## src/rtl/mult_control_param.sv

```systemverilog
// rtl/mult_control_param.sv - nibble-serial multiplier sequencer; define MULT_CTRL_ERR_EN to trap start during CALC
module mult_control_param #(
  parameter  int A_NIB = 2,
  parameter  int B_NIB = 2,
  localparam int AW    = (A_NIB > 1) ? $clog2(A_NIB) : 1,
  localparam int BW    = (B_NIB > 1) ? $clog2(B_NIB) : 1,
  localparam int SW    = ((A_NIB + B_NIB - 1) > 1) ? $clog2(A_NIB + B_NIB - 1) : 1
) (
  input  logic          clk,
  input  logic          reset_a,
  input  logic          start,
  output logic [AW-1:0] a_sel,
  output logic [BW-1:0] b_sel,
  output logic [SW-1:0] shift_sel,
  output logic [1:0]    state_out,
  output logic          clk_ena,
  output logic          sclr_n,
  output logic          done,
  output logic          busy,
  output logic          err
);

`ifdef MULT_CTRL_ERR_EN
  localparam bit ERR_EN = 1'b1;
`else
  localparam bit ERR_EN = 1'b0;
`endif

  // Wide enough to hold a_idx + b_idx without overflow before narrowing to SW
  localparam int SUMW = ((AW > BW) ? AW : BW) + 1;

  typedef enum logic [1:0] {
    S_IDLE = 2'b00,
    S_CALC = 2'b01,
    S_DONE = 2'b10,
    S_ERR  = 2'b11
  } state_t;

  state_t        r_state;
  logic [AW-1:0] r_a_idx;
  logic [BW-1:0] r_b_idx;

  logic            w_a_last;
  logic            w_b_last;
  logic            w_err_trap;
  logic [SUMW-1:0] w_sum;

  assign w_a_last   = (r_a_idx == AW'(A_NIB - 1));
  assign w_b_last   = (r_b_idx == BW'(B_NIB - 1));
  assign w_err_trap = ERR_EN & start;
  assign w_sum      = SUMW'(r_a_idx) + SUMW'(r_b_idx);

  // State and slice indices: A index runs fastest, B advances when A wraps
  always_ff @(posedge clk) begin
    if (reset_a) begin
      r_state <= S_IDLE;
      r_a_idx <= '0;
      r_b_idx <= '0;
    end else begin
      case (r_state)
        S_IDLE: begin
          if (start) begin
            r_state <= S_CALC;
            r_a_idx <= '0;
            r_b_idx <= '0;
          end
        end
        S_CALC: begin
          if (w_err_trap) begin
            // Indices stay frozen so the aborted position remains observable
            r_state <= S_ERR;
          end else if (w_a_last) begin
            r_a_idx <= '0;
            if (w_b_last) begin
              r_b_idx <= '0;
              r_state <= S_DONE;
            end else begin
              r_b_idx <= r_b_idx + BW'(1);
            end
          end else begin
            r_a_idx <= r_a_idx + AW'(1);
          end
        end
        S_DONE: begin
          r_a_idx <= '0;
          r_b_idx <= '0;
          r_state <= start ? S_CALC : S_IDLE;
        end
        S_ERR: begin
          if (!ERR_EN) begin
            r_state <= S_IDLE;
          end else if (start) begin
            r_state <= S_CALC;
            r_a_idx <= '0;
            r_b_idx <= '0;
          end
        end
        default: begin
          r_state <= S_IDLE;
          r_a_idx <= '0;
          r_b_idx <= '0;
        end
      endcase
    end
  end

  // Datapath controls decoded from state, indices and the live start input
  always_comb begin
    a_sel     = '0;
    b_sel     = '0;
    shift_sel = '0;
    state_out = 2'b00;
    clk_ena   = 1'b0;
    sclr_n    = 1'b1;
    done      = 1'b0;
    busy      = 1'b0;
    err       = 1'b0;
    if (!reset_a) begin
      state_out = r_state;
      case (r_state)
        S_IDLE: begin
          sclr_n = ~start;
        end
        S_CALC: begin
          busy      = 1'b1;
          clk_ena   = ~w_err_trap;
          a_sel     = r_a_idx;
          b_sel     = r_b_idx;
          shift_sel = SW'(w_sum);
        end
        S_DONE: begin
          done   = 1'b1;
          sclr_n = ~start;
        end
        S_ERR: begin
          err    = ERR_EN;
          sclr_n = ~(ERR_EN & start);
        end
        default: begin
          state_out = 2'b00;
        end
      endcase
    end
  end

endmodule
```

## config.mk

```make
export PLATFORM = sky130hd
export DESIGN_NAME = mult_control_param
export DESIGN_NICKNAME = d
export VERILOG_FILES = /design/src/rtl/mult_control_param.sv
export SDC_FILE = /design/constraint.sdc
export NUM_CORES = 1
export LEC_CHECK = 0
export CAP_MARGIN = 20
export CORE_AREA = 2 2 39 41
export CTS_CLUSTER_DIAMETER = 60
export DETAILED_ROUTE_END_ITERATION = 8
export DIE_AREA = 0 0 41 43
export PLACE_DENSITY = 0.55
export SYNTH_ARGS = -nofsm -noshare
export SYNTH_HDL_FRONTEND = slang
export SYNTH_SLANG_ARGS = --single-unit
```

## constraint.sdc

```tcl
create_clock -name clk -period 1.4 [get_ports clk]
set_input_delay 0.21 -clock clk [delete_from_list [all_inputs] [get_ports clk]]
set_output_delay 0.21 -clock clk [all_outputs]
set_load 0.005 [all_outputs]
```

== After elaboration in Yosys (flattened, before gate mapping) ==
Cells that the tools add are included.
Storage, ports and cells
  register bits: 4
  input port bits: 3
  output and inout bits: 11
  word-level logic and storage cells: 43
Cells by class
  $add $sub $neg: 3
  eq/ne operators: 6
  muxes and demuxes: 24
  bitwise gates (word level): 2
  reduce and logical (&&, ||, !) cells: 5
Operators by type and width (number)
  2-to-1 mux 1 bit: 15
  2-to-1 mux 2 bit: 6
  case mux 2 bit (4 select lines): 1
  inequality test 2 bit (second input constant): 3
  case mux 1 bit (3 select lines): 2
  AND reduction 3 bit: 2
  == test 2 bit (second input constant): 2
  adder 1 bit (second input constant): 2
  adder 1 x 1 -> 2 bit: 1
  == test 2 x 1 -> 1 bit (second input constant): 1
  logical NOT 2 bit: 1
  inverter 1 bit: 2
  AND reduction 2 bit: 1
  OR reduction 2 bit: 1

== Depth between registers and ports, before layout ==
Gate-level depths: netlist of run 1.
  word-level depth: 4
  gate-level depth with buffers: 3
  depth with buffers taken out: 3

== Worst setup path before layout of run 1 ==
No wires, ideal clock.
  path type: flip-flop to output port
  start point: reg r_state[0]
  end point: out shift_sel[0]
  arrival time: 0.873 ns
  required time: 1.190 ns
  setup slack: 0.317 ns
  stages on the path, launching flop included: 4
  buffers on the path: 0
  cell sequence: dfxtp_1 nand2b_1 nor2_1 and2_1
Between the ends
  cells in the longest elaborated chain, start to end: 3
RTL lines
  start: declaration: RTL line 39  | state_t r_state;
  start signal: assignment: RTL line 87  | r_state <= start ? S_CALC : S_IDLE;
  == test 2 x 1 -> 1 bit: RTL line 120  | case (r_state)
  2-to-1 mux 2 bit: RTL line 120
  2-to-1 mux 2 bit: RTL line 118  | if (!reset_a) begin
  end: declaration: RTL line 14  | output logic [SW-1:0] shift_sel,
No other way between the ends.

== Worst setup path after layout of run 1 ==
  start point: reg r_state[0]
  end point: out sclr_n
Between the ends
  cells in the longest elaborated chain, start to end: 4
  elaborated cells on any way between the ends: 5
  those cells by class: eq/ne (1); mux (2); reduce/logical (2)
RTL lines
  == test 2 bit / logical NOT 2 bit (equally long branches): RTL line 120
  OR reduction 2 bit (no source line) (*)
  2-to-1 mux 1 bit (*)
  2-to-1 mux 1 bit (*): RTL line 118
  end: declaration: RTL line 17  | output logic sclr_n,
Every way passes the cells marked *; elsewhere a longest branch is shown, timed or not.

==> results list, run 1 <==
* Initial detailed-routing violation count: 4
* Clock buffer count from CTS: 3
- TritonCTS built the clock tree.
* Final antenna-violating net count: 0
- Fill cell instance count of the final layout: 151
* Number of warning messages in the yosys log: 0
- CTS Buffer Depth: 2
* Antenna violations before repair: 0
- Classification of the worst-slack hold path: in -> reg
- During placement, the flow inserted port buffers numbering 12.
- IR analysis of the VDD net gives a maximum drop of 370 uV.
- Crit-path max FO: 3
- Average detailed-routed wire length per instance: 8.93 um
* Die Outline Area: 0.00176 sq mm
- Cell taking the most area after synthesis: dfxtp_1
- On the final layout, the worst clock skew is 0.00560 ns.
* Worst Path Class, Setup: reg -> out
- Placer congestion estimate: 0.761
* Register clock-pin slew on the reported worst setup and hold paths: 0.03 ns
* Post-synth EDFFs: 0
- In this run the static leakage power is 0.239 nW.
- The number of nets handed over by synthesis was 37.
* Setup violations, final: 0
- After detailed routing, the number of vias per cell comes to 4.11.
- The floorplan step set the die height to 43 um.
- Final cell count without fillers: 73
- Counting tap cells, the placed design contains a total of 69 instances.
* Final Hold Viols: 0
- The tree is rooted in a clkbuf_4.
- Of the total synthesized cell area, the portion taken by AND, OR, NAND and NOR gates is 0.386.
- Syn Area/Cell: 7.85 sq um
* Slowest cell on crit path: dfxtp_2
- Final instance area: 505 sq um
- After global routing the overflow that remains totals 0.
- The placed instances occupy a cell area of 463 sq um.
* Area of combinational cells with multiple inputs: 189 sq um
- Required @ worst endpoint: 1.19 ns
- Setup repair after global routing could not meet its margin everywhere.
* First-pass GRT wire length: 1020 um
- Seq. cell area: 83.8 sq um
- Ranked by instance count, the synthesized netlist is headed by 4 x dfxtp_1, 3 x nand2b_1, 3 x nor2b_1.
- GRT Overall Usage: 0.0925
- Post-Syn Area: 259 sq um
- Of the available clock period, the critical path in the final layout requires 0.972.
- The core region is 0.00138 sq mm.
- Slowest Stage Delay on Critical Path: 0.32 ns
* Final routed DRC violation total: 0
- Power Dens Cells: 709 mW/mm^2
- Xor-xnor portion of the synthesized cell area: 0
- Dominant synthesized flop cell: dfxtp_1
- Largest net degree at the start of global routing: 9
* CP Capture Type: output pin
* Worst skew pair latency: 0.24 ns
- Sequence of cells on the critical path: nand2b_4 > or2_1 > dlygate4sd2_1
* Via count: 300
- Site Rows: 14
- The synthesized design contains 4 register bits.
- The die is 41 um wide.
- For this run, the share of the core covered by cells in the final layout is 0.365.
- After synthesis, the largest family of logic cells by area is simple AND/OR/NAND/NOR gates.
- Count leader, synth: dfxtp_1
- For this run, the register share of the synthesized area comes to 0.309.
* Post-synthesis to final-layout area growth: 95.2%
- Distinct cell type count after synthesis: 20
- STA puts the critical path data arrival time at 1.15 ns.
- Status: completed
- Max-cap violations in this run came to 0.
- Post-synthesis mux area share: 0
* Area share of fa/ha/maj cells after synthesis: 0.0483
- Counting every instance in the synthesized netlist gives 33.
- By area the synthesized netlist is led by dfxtp_1 31%, nand2b_1 7.2%, nor2b_1 7.2%.
* Ys async rst share: 0
* Half-perimeter wire length of the detailed placement result: 510 um
- The repair_antennas step left the layout with diodes totalling 0.
- Post-layout nets: 63
* Fraction of the mapped netlist area in compound gates: 0.155
* Ratio of cells with drive above 1 in the final layout: 0.509
- Number of global-route vias before repair: 259
- Startpoint Class: flop
- 1st-pass router iterations: 4
- Final Max Slew Viols: 0
* Highest clock rate: 0.735 GHz
- DRT Wirelength: 652 um
- For this configuration, the core starts out at a cell density of 0.187.
- CTS H-tree depth: 1
* Clock period minus worst slack: 1.36 ns
* TritonCTS sink count: 4
- Ports placed on the boundary: 14
* Yosys top cell area share: 0.309
worst paths after layout:
kind                      to  cells past startpoint  slack (ns)       start
hold / removal    r_state[0]                      4        0.49       start
hold reg to reg   r_state[1]                      2        0.57  r_state[1]
setup reg to reg     r_b_idx                      3        0.18  r_state[1]
setup / recovery      sclr_n                      3        0.04  r_state[0]
state kept, by name (all words and copies together) (netlist names):
register	flops
r_b_idx	1
r_a_idx	1
r_state	2
placed cells by master (no fill, tap or decap), drive strengths merged:
| cell type | n |
|---|---|
| a21o | 1 |
| a21oi | 2 |
| a221oi | 1 |
| a31oi | 1 |
| and2 | 2 |
| buf | 14 |
| clkbuf | 7 |
| conb | 1 |
| dfxtp | 4 |
| dlygate4sd2 | 6 |
| ha | 1 |
| inv | 1 |
| nand2 | 1 |
| nand2b | 3 |
| nor2 | 2 |
| nor2b | 3 |
| nor3 | 2 |
| o211ai | 1 |
| or2 | 1 |
| or3 | 2 |
| or4b | 1 |
metal layers:
metal,routed length [um],vias up,GRT usage
li1,-,160,-
met1,291,126,0.113
met2,288,14,0.113
met3,72,0,0.0628
met4,0,0,0.0600
met5,0,-,0
critical path, delay by kind of cell, from the launching register on:
family,cells,cell delay (ns)
and+or+nand+nor,2,0.33
DFF,1,0.32
buffers and inverters,1,0.26
report_power, final:
group	internal (W)	switching, W
combinational	0.0000519	0.0000357
clock	0.0000960	0.0000488
sequential	0.000121	0.00000499
total	0.000269	0.0000895
cell type report:
cell class                      count  share of cell area
Tap cell                           16              0.0396
Timing Repair Buffer               24               0.369
Multi-Input combinational cell     25               0.374
Inverter                            1             0.00743
Clock buffer                        3              0.0446
Sequential cell                     4               0.166
what timing repair did:
item,4_1_cts,5_1_grt
gates cloned,0,0
pin swaps,1,1
gates resized for setup,28,8
hold buffers,0,0
buffers inserted,2,0
hold endpoints to repair,0,0
setup endpoints to repair,10,6
per-stage QoR:
step	power (W)	hold slack, ns	TNS [ns]	setup WS (ns)
global placement	0.000204	0.569	-3.31	-0.377
global route	0.000385	0.506	0	0.00270
CTS	0.000365	0.486	0	0.00508
detailed placement	0.000204	0.576	-3.35	-0.382
finish	0.000359	0.492	0	0.0396
floorplan	0.000157	0.374	0	0.317
cells by family (layout without fill, tap and decap cells):
family                   Yosys count  in the layout
AO/OA/AOI/OAI                      6              6
AND/OR/NAND/NOR                   17             17
flip-flops                         4              4
buffers and inverters              4             28
adder cells (fa/ha/maj)            1              1
other                              1              1
Power figures use the tool's default switching activity.
==> run 2, diff against run 1 <==
CELL_PAD_IN_SITES_DETAIL_PLACEMENT = 1   (was not set)
CELL_PAD_IN_SITES_GLOBAL_PLACEMENT = 1   (was not set)
PLACE_DENSITY = 0.7   (was 0.55)
SKIP_CTS_REPAIR_TIMING = 1   (was not set)
==> results list, run 2 (same netlist as run 1, synthesis figures left out) <==
- Cell family with the largest share of critical-path delay: flip-flops
- Most common cell after layout, fill and taps aside: buf_4
- The worst hold path cell count was 3 (-1).
* Startpoint Class: flop
- Status: completed
- LEAKAGE: 0.400 nW (+67%)
- The highest cell delay on the worst timing path came to 0.35 ns (+0.03 ns).
- The global-route wire length before repair came to 1260 um (+24%).
* Register clock-pin slew on the reported worst setup and hold paths: 0.04 ns (about the same)
- Power Dens Cells: 628 mW/mm^2 (-11%)
- GRT Overall Usage: 0.105 (+0.0129)
- Register with the most flip-flops: r_state
* Clock Root Buffer: clkbuf_4
* Initial detailed-routing violation count: 0 (-4)
* Final Hold Viols: 0 (unchanged)
- Post-layout nets: 67 (+6.3%)
- The reg-to-reg setup timing slack was 0.12 ns (-0.06 ns).
* Crit-path max FO: 3 (unchanged)
- Ports placed on the boundary: 14 (unchanged)
- Highest clock rate: 0.731 GHz (-0.61%)
* Highest-count cells in the layout ignoring fill and taps: 15 x buf_4, 10 x dlymetal6s2s_1, 3 x clkbuf_4
- The clock sink count is 4 (unchanged).
- Average detailed-routed wire length per instance: 10.8 um (+21%)
- In this run the most critical hold path is launched from reset_a.
- Final Max Slew Viols: 0 (unchanged)
* 1st-pass router iterations: 1 (-3)
- The remaining routing DRC violations was 0 (unchanged).
- CTS tree: built
- The aggregate routed wire length was 834 um (+28%).
- Endpoint of the most critical register-to-register path: r_a_idx
- The final clock period utilization by the worst path came to 0.978 (+0.00596).
* Largest register FFs: 2 (unchanged)
- PnR Total Power: 0.000365 W (+1.9%)
- Worst IR drop on VDD: 395 uV (+6.8%)
* Final antenna-violating net count: 0 (unchanged)
- The largest registers in the layout are r_state: 2 flops, r_a_idx: 1 flops, r_b_idx: 1 flops.
- Ratio of cells with drive above 1 in the final layout: 0.426 (-0.0825)
- Clock buffer count from CTS: 3 (unchanged)
- The final estimated routing congestion in global placement was 0.742 (-2.5%).
- Worst Reg-to-Reg Cells: 4 (+1)
- The estimated wirelength of the detail-placed design came to 663 um (+30%).
- The die outline area is 0.00176 sq mm (unchanged).
* Port-buffer cells: 12 (unchanged)
- Number of global-route vias before repair: 333 (+29%)
- The setup-violating endpoint count in the final report is 0 (unchanged).
- The critical path goes through buf_6 > nand2b_4 > or2_1 > clkbuf_2.
- DP Cell Count: 74 (+7.2%)
- Required @ worst endpoint: 1.19 ns (about the same)
- The total congestion overflow after global routing is 0 (unchanged).
- Final cell utilization of the core: 0.420 (+0.0552)
- The critical path depth in cells came to 4 (+1).
* Clock period minus worst slack: 1.37 ns (+0.00834 ns)
* Startpoint of the most critical register-to-register path: r_state[0]
- Arr. time, crit path: 1.16 ns (about the same)
* Worst clock skew: 0.00545 ns (-0.000149 ns)
* Site Rows: 14 (unchanged)
* Effective utilization at floorplan: 0.187 (unchanged)
- Antenna Cells: 0 (unchanged)
* Floorplan Core Area: 0.00138 sq mm (unchanged)
* Final cell count without fillers: 77 (+5.5%)
- Max-cap viol count: 0 (unchanged)
- The die outline width was 41 um (unchanged).
- Buffers & Inverters on Critical Path: 2 (+1)
* CTS Buffer Depth: 2 (unchanged)
- Hold Path Sink: r_state[0]
- Y dimension of the die: 43 um (unchanged)
* CP Capture Type: output pin
- Worst Path Class, Setup: reg -> out
* Average vias per placed instance: 4.23 (+3.0%)
* Antenna violations before repair: 0 (unchanged)
* Via count: 326 (+8.7%)
- Worst skew pair latency: 0.23 ns (about the same)
- RSZ-0062 raised after global routing: true
- Slowest cell on crit path: dfxtp_4
- The maximum number of pins on one net before global-route repair came to 8 (-1).
* Classification of the worst-slack hold path: in -> reg
- From synthesis to final layout, the design area changed by 125%.
* CTS H-tree depth: 1 (unchanged)
[run 2: cell count changes in the layout (fill, tap and decap cells not counted), moves of 2 or more]
cell	change
dfxtp_2	-2
buf_6	-2
dlygate4sd2_1	-6
clkbuf_2	-3
buf_4	+5
dlymetal6s2s_1	+10
[run 2: metrics by stage]
step | setup slack [ns] | hold slack, ns | cell area (sq um) | setup TNS [ns]
CTS | -0.441 | 0.594 | 523 | -3.81
global placement | -0.391 | 0.553 | 500 | -3.55
floorplan | 0.317 | 0.374 | 259 | 0
global route | -0.00728 | 0.577 | 582 | -0.00728
finish | 0.0313 | 0.535 | 582 | 0
detailed placement | -0.431 | 0.581 | 500 | -3.80
[run 2: area by class of cell]
cell class / count / area (sq um)
Sequential cell: 4 / 85.1
Timing Repair Buffer: 28 / 264
Clock buffer: 3 / 22.5
Tap cell: 16 / 20.0
Fill cell: 165 / 802
Multi-Input combinational cell: 25 / 186
Inverter: 1 / 3.75
[run 2: worst min-delay path: cells and delay by family]
kind / cells / cell delay (ns)
AO/OA/AOI/OAI: 1 / 0.04
buffers and inverters: 2 / 0.48
[run 2: metal layers]
metal / GRT usage / routed length (um) / vias up
met2: 0.159 / 390 / 12
met1: 0.125 / 356 / 144
li1: - / - / 166
met5: 0 / 0 / -
met3: 0.0157 / 42 / 4
met4: 0.0800 / 46 / 0
[run 2: worst max-delay path by stage]
stage                from            to  slack [ns]
3_3_place_gp      reset_a  shift_sel[0]       -0.39
3_5_place_dp      reset_a  shift_sel[1]       -0.43
2_1_floorplan  r_state[0]  shift_sel[0]        0.32
5_1_grt        r_state[0]        sclr_n      -0.007
6_report       r_state[0]        sclr_n        0.03
4_1_cts           reset_a  shift_sel[1]       -0.44
[run 2: report_power, final]
| group | switching, W | internal, W |
|---|---|---|
| sequential | 0.00000592 | 0.000120 |
| clock | 0.0000446 | 0.0000957 |
| combinational | 0.0000371 | 0.0000619 |
